## src/rtl/seq_alu.sv

```systemverilog
// seq_alu: handshaked RV-style ALU; single-cycle ops finish in one cycle,
// shifts iterate one bit per cycle so latency is shamt+1.
module seq_alu #(
    parameter int XLEN = 32
) (
    input  logic            clk,
    input  logic            rst_n,
    input  logic            in_valid,
    output logic            in_ready,
    input  logic [3:0]      control_in,
    input  logic [XLEN-1:0] op_a,
    input  logic [XLEN-1:0] op_b,
    output logic            out_valid,
    input  logic            out_ready,
    output logic [XLEN-1:0] result,
    output logic            branch_taken
);
    localparam int SW = $clog2(XLEN);

    typedef enum logic [1:0] {IDLE, SHIFT, DONE} state_t;

    state_t          state, state_n;
    logic [1:0]      kind;
    logic [SW-1:0]   cnt;
    logic [SW-1:0]   shamt;
    logic            is_shift, lt_s, lt_u, eq, br_take;
    logic [XLEN-1:0] alu_res, shifted;

    assign shamt     = op_b[SW-1:0];
    assign is_shift  = (control_in >= 4'b0101) && (control_in <= 4'b0111);
    assign lt_s      = $signed(op_a) < $signed(op_b);
    assign lt_u      = op_a < op_b;
    assign eq        = op_a == op_b;
    assign in_ready  = state == IDLE;
    assign out_valid = state == DONE;

    always_comb begin
        alu_res = '0;
        br_take = 1'b0;
        case (control_in)
            4'b0000: alu_res = op_a + op_b;
            4'b0001: alu_res = op_a - op_b;
            4'b0010: alu_res = op_a ^ op_b;
            4'b0011: alu_res = op_a | op_b;
            4'b0100: alu_res = op_a & op_b;
            4'b1000: alu_res = XLEN'(lt_s);
            4'b1001: alu_res = XLEN'(lt_u);
            4'b1010: br_take = eq;
            4'b1011: br_take = !eq;
            4'b1100: br_take = lt_s;
            4'b1101: br_take = !lt_s;
            4'b1110: br_take = lt_u;
            4'b1111: br_take = !lt_u;
            default: alu_res = '0;
        endcase
        if (control_in >= 4'b1010)
            alu_res = XLEN'(br_take);
    end

    // kind holds control_in[1:0] of the accepted shift: 01 sll, 10 srl, 11 sra
    always_comb begin
        shifted = kind == 2'b01 ? {result[XLEN-2:0], 1'b0} :
                  kind == 2'b10 ? {1'b0, result[XLEN-1:1]} :
                                  {result[XLEN-1], result[XLEN-1:1]};
    end

    always_comb begin
        state_n = state;
        case (state)
            IDLE:    if (in_valid) state_n = (is_shift && shamt != '0) ? SHIFT : DONE;
            SHIFT:   if (cnt == SW'(1)) state_n = DONE;
            DONE:    if (out_ready) state_n = IDLE;
            default: state_n = IDLE;
        endcase
    end

    always_ff @(posedge clk or negedge rst_n) begin
        if (!rst_n) begin
            state        <= IDLE;
            kind         <= '0;
            cnt          <= '0;
            result       <= '0;
            branch_taken <= 1'b0;
        end else begin
            state <= state_n;
            if (state == IDLE && in_valid) begin
                kind         <= control_in[1:0];
                cnt          <= shamt;
                result       <= is_shift ? op_a : alu_res;
                branch_taken <= br_take;
            end else if (state == SHIFT) begin
                result <= shifted;
                cnt    <= cnt - 1'b1;
            end
        end
    end
endmodule

```

## config.mk

```make
export PLATFORM = sky130hd
export DESIGN_NAME = seq_alu
export DESIGN_NICKNAME = d
export VERILOG_FILES = /design/src/rtl/seq_alu.sv
export SDC_FILE = /design/constraint.sdc
export NUM_CORES = 1
export LEC_CHECK = 0
export BUFFER_PORTS_ARGS = -buffer_cell sky130_fd_sc_hd__buf_2
export CAP_MARGIN = 25
export CELL_PAD_IN_SITES_DETAIL_PLACEMENT = 0
export CELL_PAD_IN_SITES_GLOBAL_PLACEMENT = 1
export CORE_MARGIN = 2
export CORE_UTILIZATION = 44
export DETAILED_ROUTE_END_ITERATION = 8
export PLACE_DENSITY = 0.81
export SKIP_CTS_REPAIR_TIMING = 1
export SYNTH_ARGS = -nofsm -noshare
export SYNTH_HDL_FRONTEND = slang
export SYNTH_SLANG_ARGS = --single-unit
```

## constraint.sdc

```tcl
create_clock -name clk -period 2.7 [get_ports clk]
set_input_delay 0.405 -clock clk [delete_from_list [all_inputs] [get_ports clk]]
set_output_delay 0.405 -clock clk [all_outputs]
set_load 0.05 [all_outputs]
```

## Word-level counts from Yosys, hierarchy flattened

Index checks and enable logic that the tools add are counted.

| word-level totals | value |
|---|---|
| flip-flop bits (word level) | 42 |
| input port bits | 72 |
| output and inout port bits | 35 |
| logic and storage cells | 66 |

| operators by class | value |
|---|---|
| add/sub/neg operators | 3 |
| $lt $le $gt $ge | 5 |
| eq/ne operators | 21 |
| muxes and demuxes | 15 |
| bitwise operators | 3 |
| reductions and logical operators | 13 |

Operators by type and width:

| kind | count |
|---|---|
| $pmux W32 S7 | 1 |
| $mux W32 | 6 |
| $lt A32 B32 Y1 | 2 |
| $add A32 B32 Y32 | 1 |
| $and A32 B32 Y32 | 1 |
| $eq A32 B32 Y1 | 1 |
| $eq A4 B4 Y1 const B | 8 |
| $or A32 B32 Y32 | 1 |
| $sub A32 B32 Y32 | 1 |
| $xor A32 B32 Y32 | 1 |
| $mux W5 | 2 |
| $eq A4 B2 Y1 const B | 2 |
| $mux W2 | 4 |
| $pmux W1 S6 | 1 |
| $pmux W2 S3 | 1 |
| $eq A5 B1 Y1 const B | 1 |
| $reduce_bool A5 Y1 | 1 |
| $sub A5 B1 Y5 const B | 1 |
| $eq A2 B1 Y1 const B | 2 |
| $eq A2 B2 Y1 const B | 2 |
| $eq A4 B1 Y1 const B | 1 |
| $eq A4 B3 Y1 const B | 1 |
| $ge A4 B3 Y1 const B | 1 |
| $ge A4 B4 Y1 const B | 1 |
| 11 further kinds | 16 |

## Depth between registers and ports, before layout

| logic depth | value |
|---|---|
| word-level depth | 6 |
| mapped depth | 12 |
| mapped depth without buffers | 12 |

## Worst setup path after synthesis

No wires, ideal clock.

| path | value |
|---|---|
| path type | input to register |
| start | input op_a[19] |
| end | register result[27] |
| library setup time | 0.124 ns |
| arrival time | 2.672 ns |
| data required time | 2.576 ns |
| setup slack | -0.096 ns |
| cell stages on the path | 10 |
| buffers on the path | 0 |
| path through | inv_1 -> ha_1 -> or4_4 -> or3_1 -> or2_1 -> o211ai_2 -> nand4b_1 -> nand3b_1 -> xnor2_1 -> a211o_1 |

| on the way | value |
|---|---|
| cells in the longest elaborated chain, start to end | 5 |
| elaborated cells on any way between the ends | 6 |
| those cells by class | 2 x add/sub; 4 x mux |

Ends and longest elaborated chain:

| item | line | source |
|---|---|---|
| start: declaration | 11 | `input logic [XLEN-1:0] op_a,` |
| $sub A32 B32 Y32 / $add A32 B32 Y32 (equally long branches) | 42, 41 |  |
| $pmux W32 S7 (*) | 40 | `case (control_in)` |
| $mux W32 (*) | 56 | `if (control_in >= 4'b1010)` |
| $mux W32 (*) | 89 | `result <= is_shift ? op_a : alu_res;` |
| $mux W32 (*) | 86 | `if (state == IDLE && in_valid) begin` |
| end signal: assignment | 89 |  |
| end signal: assignment | 92 | `result <= shifted;` |
| end: declaration | 15 | `output logic [XLEN-1:0] result,` |

Mark *: on every way between the ends. The rest lies on a longest branch, timed or not.
A chain may end at the register's enable or synchronous reset.

## Final worst setup path

| path | value |
|---|---|
| start | input op_b[7] |
| end | register result[16] |

| on the way | value |
|---|---|
| cells in the longest elaborated chain, start to end | 5 |
| elaborated cells on any way between the ends | 6 |
| those cells by class | 2 x add/sub; 4 x mux |

Ends and longest elaborated chain:

| item | line | source |
|---|---|---|
| start: declaration | 12 | `input logic [XLEN-1:0] op_b,` |
| $sub A32 B32 Y32 / $add A32 B32 Y32 (equally long branches) | 42, 41 |  |
| $pmux W32 S7 (*) | 40 |  |
| $mux W32 (*) | 56 |  |
| $mux W32 (*) | 89 |  |
| $mux W32 (*) | 86 |  |

Marks and branches as above.

==> run summary <==
Crit. End Element: register
remaining antenna violation count: 0
Max Cap Viol: 0
post-synth top area share: 18.76%
initial drt markers: 872
Setup TNS Final: -129.6 ps
sequential area share after synthesis: 13.58%
most common cell in the netlist: ha_1
Worst EP required: 2890 ps
Mapped Area: 0.007737 mm^2
Synth cell types: 75
worst rel slew slack: 57.05%
Starting Density: 44.89%
Routability Congestion: 0.9967
Die Width: 136.6 um
first-pass GRT wire length: 46600 um
total track usage: 31.50%
initial antenna violation count: 2
post-route minimum period: 2789 ps
Startpoint Class: input pin
WP data arrival: 2980 ps
placed insts: 1614
achievable frequency: 358.6 MHz
total number of vias: 9673
hold crit path type: in -> reg
mux cell area share after synthesis: 4.673%
fraction of the mapped netlist area in adder cells: 19.28%
CTS clk-pin slew, worst paths: 60 ps
max-slew violations: 0
Top Ports: 107
Final WS setup: -88.50 ps
RR Startpoint: state[0]$_DFFE_PN0P_
clk sinks: 42
root buffer cell: clkbuf_16
Finish-stage setup viols: 4
Worst-Margin Slew: 644.2 ps
Port Buffer Count: 106
Avg Vias per Cell: 5.877
sequential power share: 20.6%
WL final: 31020 um
worst vdd ir: 0.0007916 V
number of buffers created by CTS: 5
P per Cell Area: 519.3 mW/mm^2
vias in the first global route: 8812
Placement Rows: 48
H-tree levels: 2
gr ovfl total: 0
asr flop ratio synth: 100.0%
synthesized netlist cell count: 1056
pin count of the biggest net entering global routing: 43
main combinational cell family by area after synthesis: compound AO/OA/AOI/OAI gates
Final period util: 103.3%
#FFs+latches synth: 42
Post-synth top flop: dfrtp_1
Critical Path Fanout Max: 6
Layout Skew: 7.842 ps
Area Overhead vs Synth: 50.44%
Synth Area in XOR/XNOR: 1.811%
synth cell count leaders: ha_1, a21oi_1, nor2_1
clock power share: 11.4%
Gate power share: 68.1%
drt first pass iters: 5
Layout Cells excl Fill: 1646
status: finished, violations left
Hold Startpoint: out_ready
die footprint: 0.01866 mm^2
syn_nets: 1246
Critical Path Start: op_b[7]
DRC: 0
area leader, netlist: ha_1
Mean Syn Cell Area: 7.327 um^2
Sw Ratio: 51.43%
CTS tree: built
Psw: 3.109 mW
total of warnings raised by yosys: 0
Core Box Area: 0.01724 mm^2
Compound-Gate Fraction of Synth Area: 33.65%
final hold violations: 0
Clock Latency Late Sink: 290 ps
Die Y-Extent: 136.6 um
clock tree buffer depth: 2
Synth area leaders: ha_1, dfrtp_1, a21oi_1
HPWL Detailed: 24110 um
violated checks: negative setup slack
critical path type: in -> reg
routed len/inst: 18.85 um
fillcell total: 1472
RSZ-0062 raised after global routing: yes
share of layout cells above drive strength 1: 39.37%
Int Pwr: 2.936 mW
Post-Synth Simple-Gate Area: 17.88%
Final nets: 1609
leak pwr: 5.490 nW
number of flops mapped to enable cells by yosys: 0
cells by family (layout without fill, tap and decap cells):
kind of cell               Yosys count  in the layout
buffers and inverters              163            527
muxes                               35             35
adders and majority gates          118            118
AOI/OAI and AO/OA                  391            391
other                                0              1
xor gates and xnor gates            16             16
and+or+nand+nor                    291            291
DFF                                 42             42
worst paths after layout:
check / endpoint / slack [ps] / cells past startpoint
setup / recovery: result[16]$_DFFE_PN0P_ / -90 / 11
hold / removal: state[1]$_DFFE_PN0P_ / 380 / 3
setup reg to reg: result[24]$_DFFE_PN0P_ / 240 / 8
hold reg to reg: kind[0]$_DFFE_PN0P_ / 520 / 2
max in group asynchronous: result[17]$_DFFE_PN0P_ / 1760 / 3
min in group asynchronous: result[3]$_DFFE_PN0P_ / 490 / 2
area by class of cell:
type	instances	area, um^2	area share (%)
inverter	99	394.1	3.386
sequential	42	1051	9.029
clock buffer	5	125.1	1.075
multi-input combinational	851	6676	57.36
tap	225	281.5	2.419
timing repair buffer	420	3069	26.37
clock inverter	3	40.04	0.3440
antenna	1	2.502	0.02150
metal layers:
layer	track usage [%]	wire length [um]	vias to the layer above	share of wire, %
li1	-	-	4586	-
met4	6.134	544	2	1.8
met5	0	12	-	0.039
met3	4.481	2763	59	8.9
met2	48.58	13590	466	44
met1	46.56	14110	4560	45
per-stage QoR:
stage | setup slack (ps) | util (%) | area [um^2] | hold WS [ps] | power, mW
detailed placement | -598.3 | 61.29 | 10560 | 481.9 | 5.042
CTS | -316.7 | 62.25 | 10730 | 300.3 | 5.736
finish | -88.50 | 67.53 | 11640 | 377.2 | 6.044
global route | -135.2 | 67.53 | 11640 | 390.4 | 6.391
floorplan | -30.70 | - | 7871 | 109.4 | 3.647
global placement | -582.6 | 61.29 | 10560 | 468.2 | 4.987
state kept, by name, summed over array words and instances (netlist names):
| register | count |
|---|---|
| result | 32 |
| state | 2 |
| kind | 2 |
| branch_taken | 1 |
| cnt | 5 |
power by group through the flow:
stage	combinational [mW]	clock [mW]	sequential [mW]
finish	4.11	0.686	1.24
detailed placement	3.80	0	1.24
floorplan	1.69	0	1.96
CTS	3.81	0.688	1.23
global placement	3.76	0	1.23
global route	4.39	0.716	1.28
worst max-delay path, cell delays in order:
cell and delay (ps):
buf_2 100, inv_2 50, ha_4 300, nand3_1 140, buf_4 170, o31ai_4 370
a21oi_1 120, o21bai_1 250, or4b_4 510, a211o_1 320, a32oi_2 220
cell usage in the layout (no fill, tap or decap), drive strengths merged, types with 6 or more instances in the layout:
cell and instances:
or4 7, a221o 17, o31ai 10, a21oi 109, o211ai 25, a21o 11
nand2 73, nand2b 12, mux2i 26, a31oi 14, nor3 22, a211oi 28
and2 7, dfrtp 42, xnor2 12, nor4 10, nor2 99, o21a 6
a221oi 16, buf 419, inv 98, o21ai 72, nor2b 12, mux2 9
nand4 8, o21bai 15, ha 116, o22ai 11, o221ai 10, nand3 20
Power figures use the tool's default switching activity.
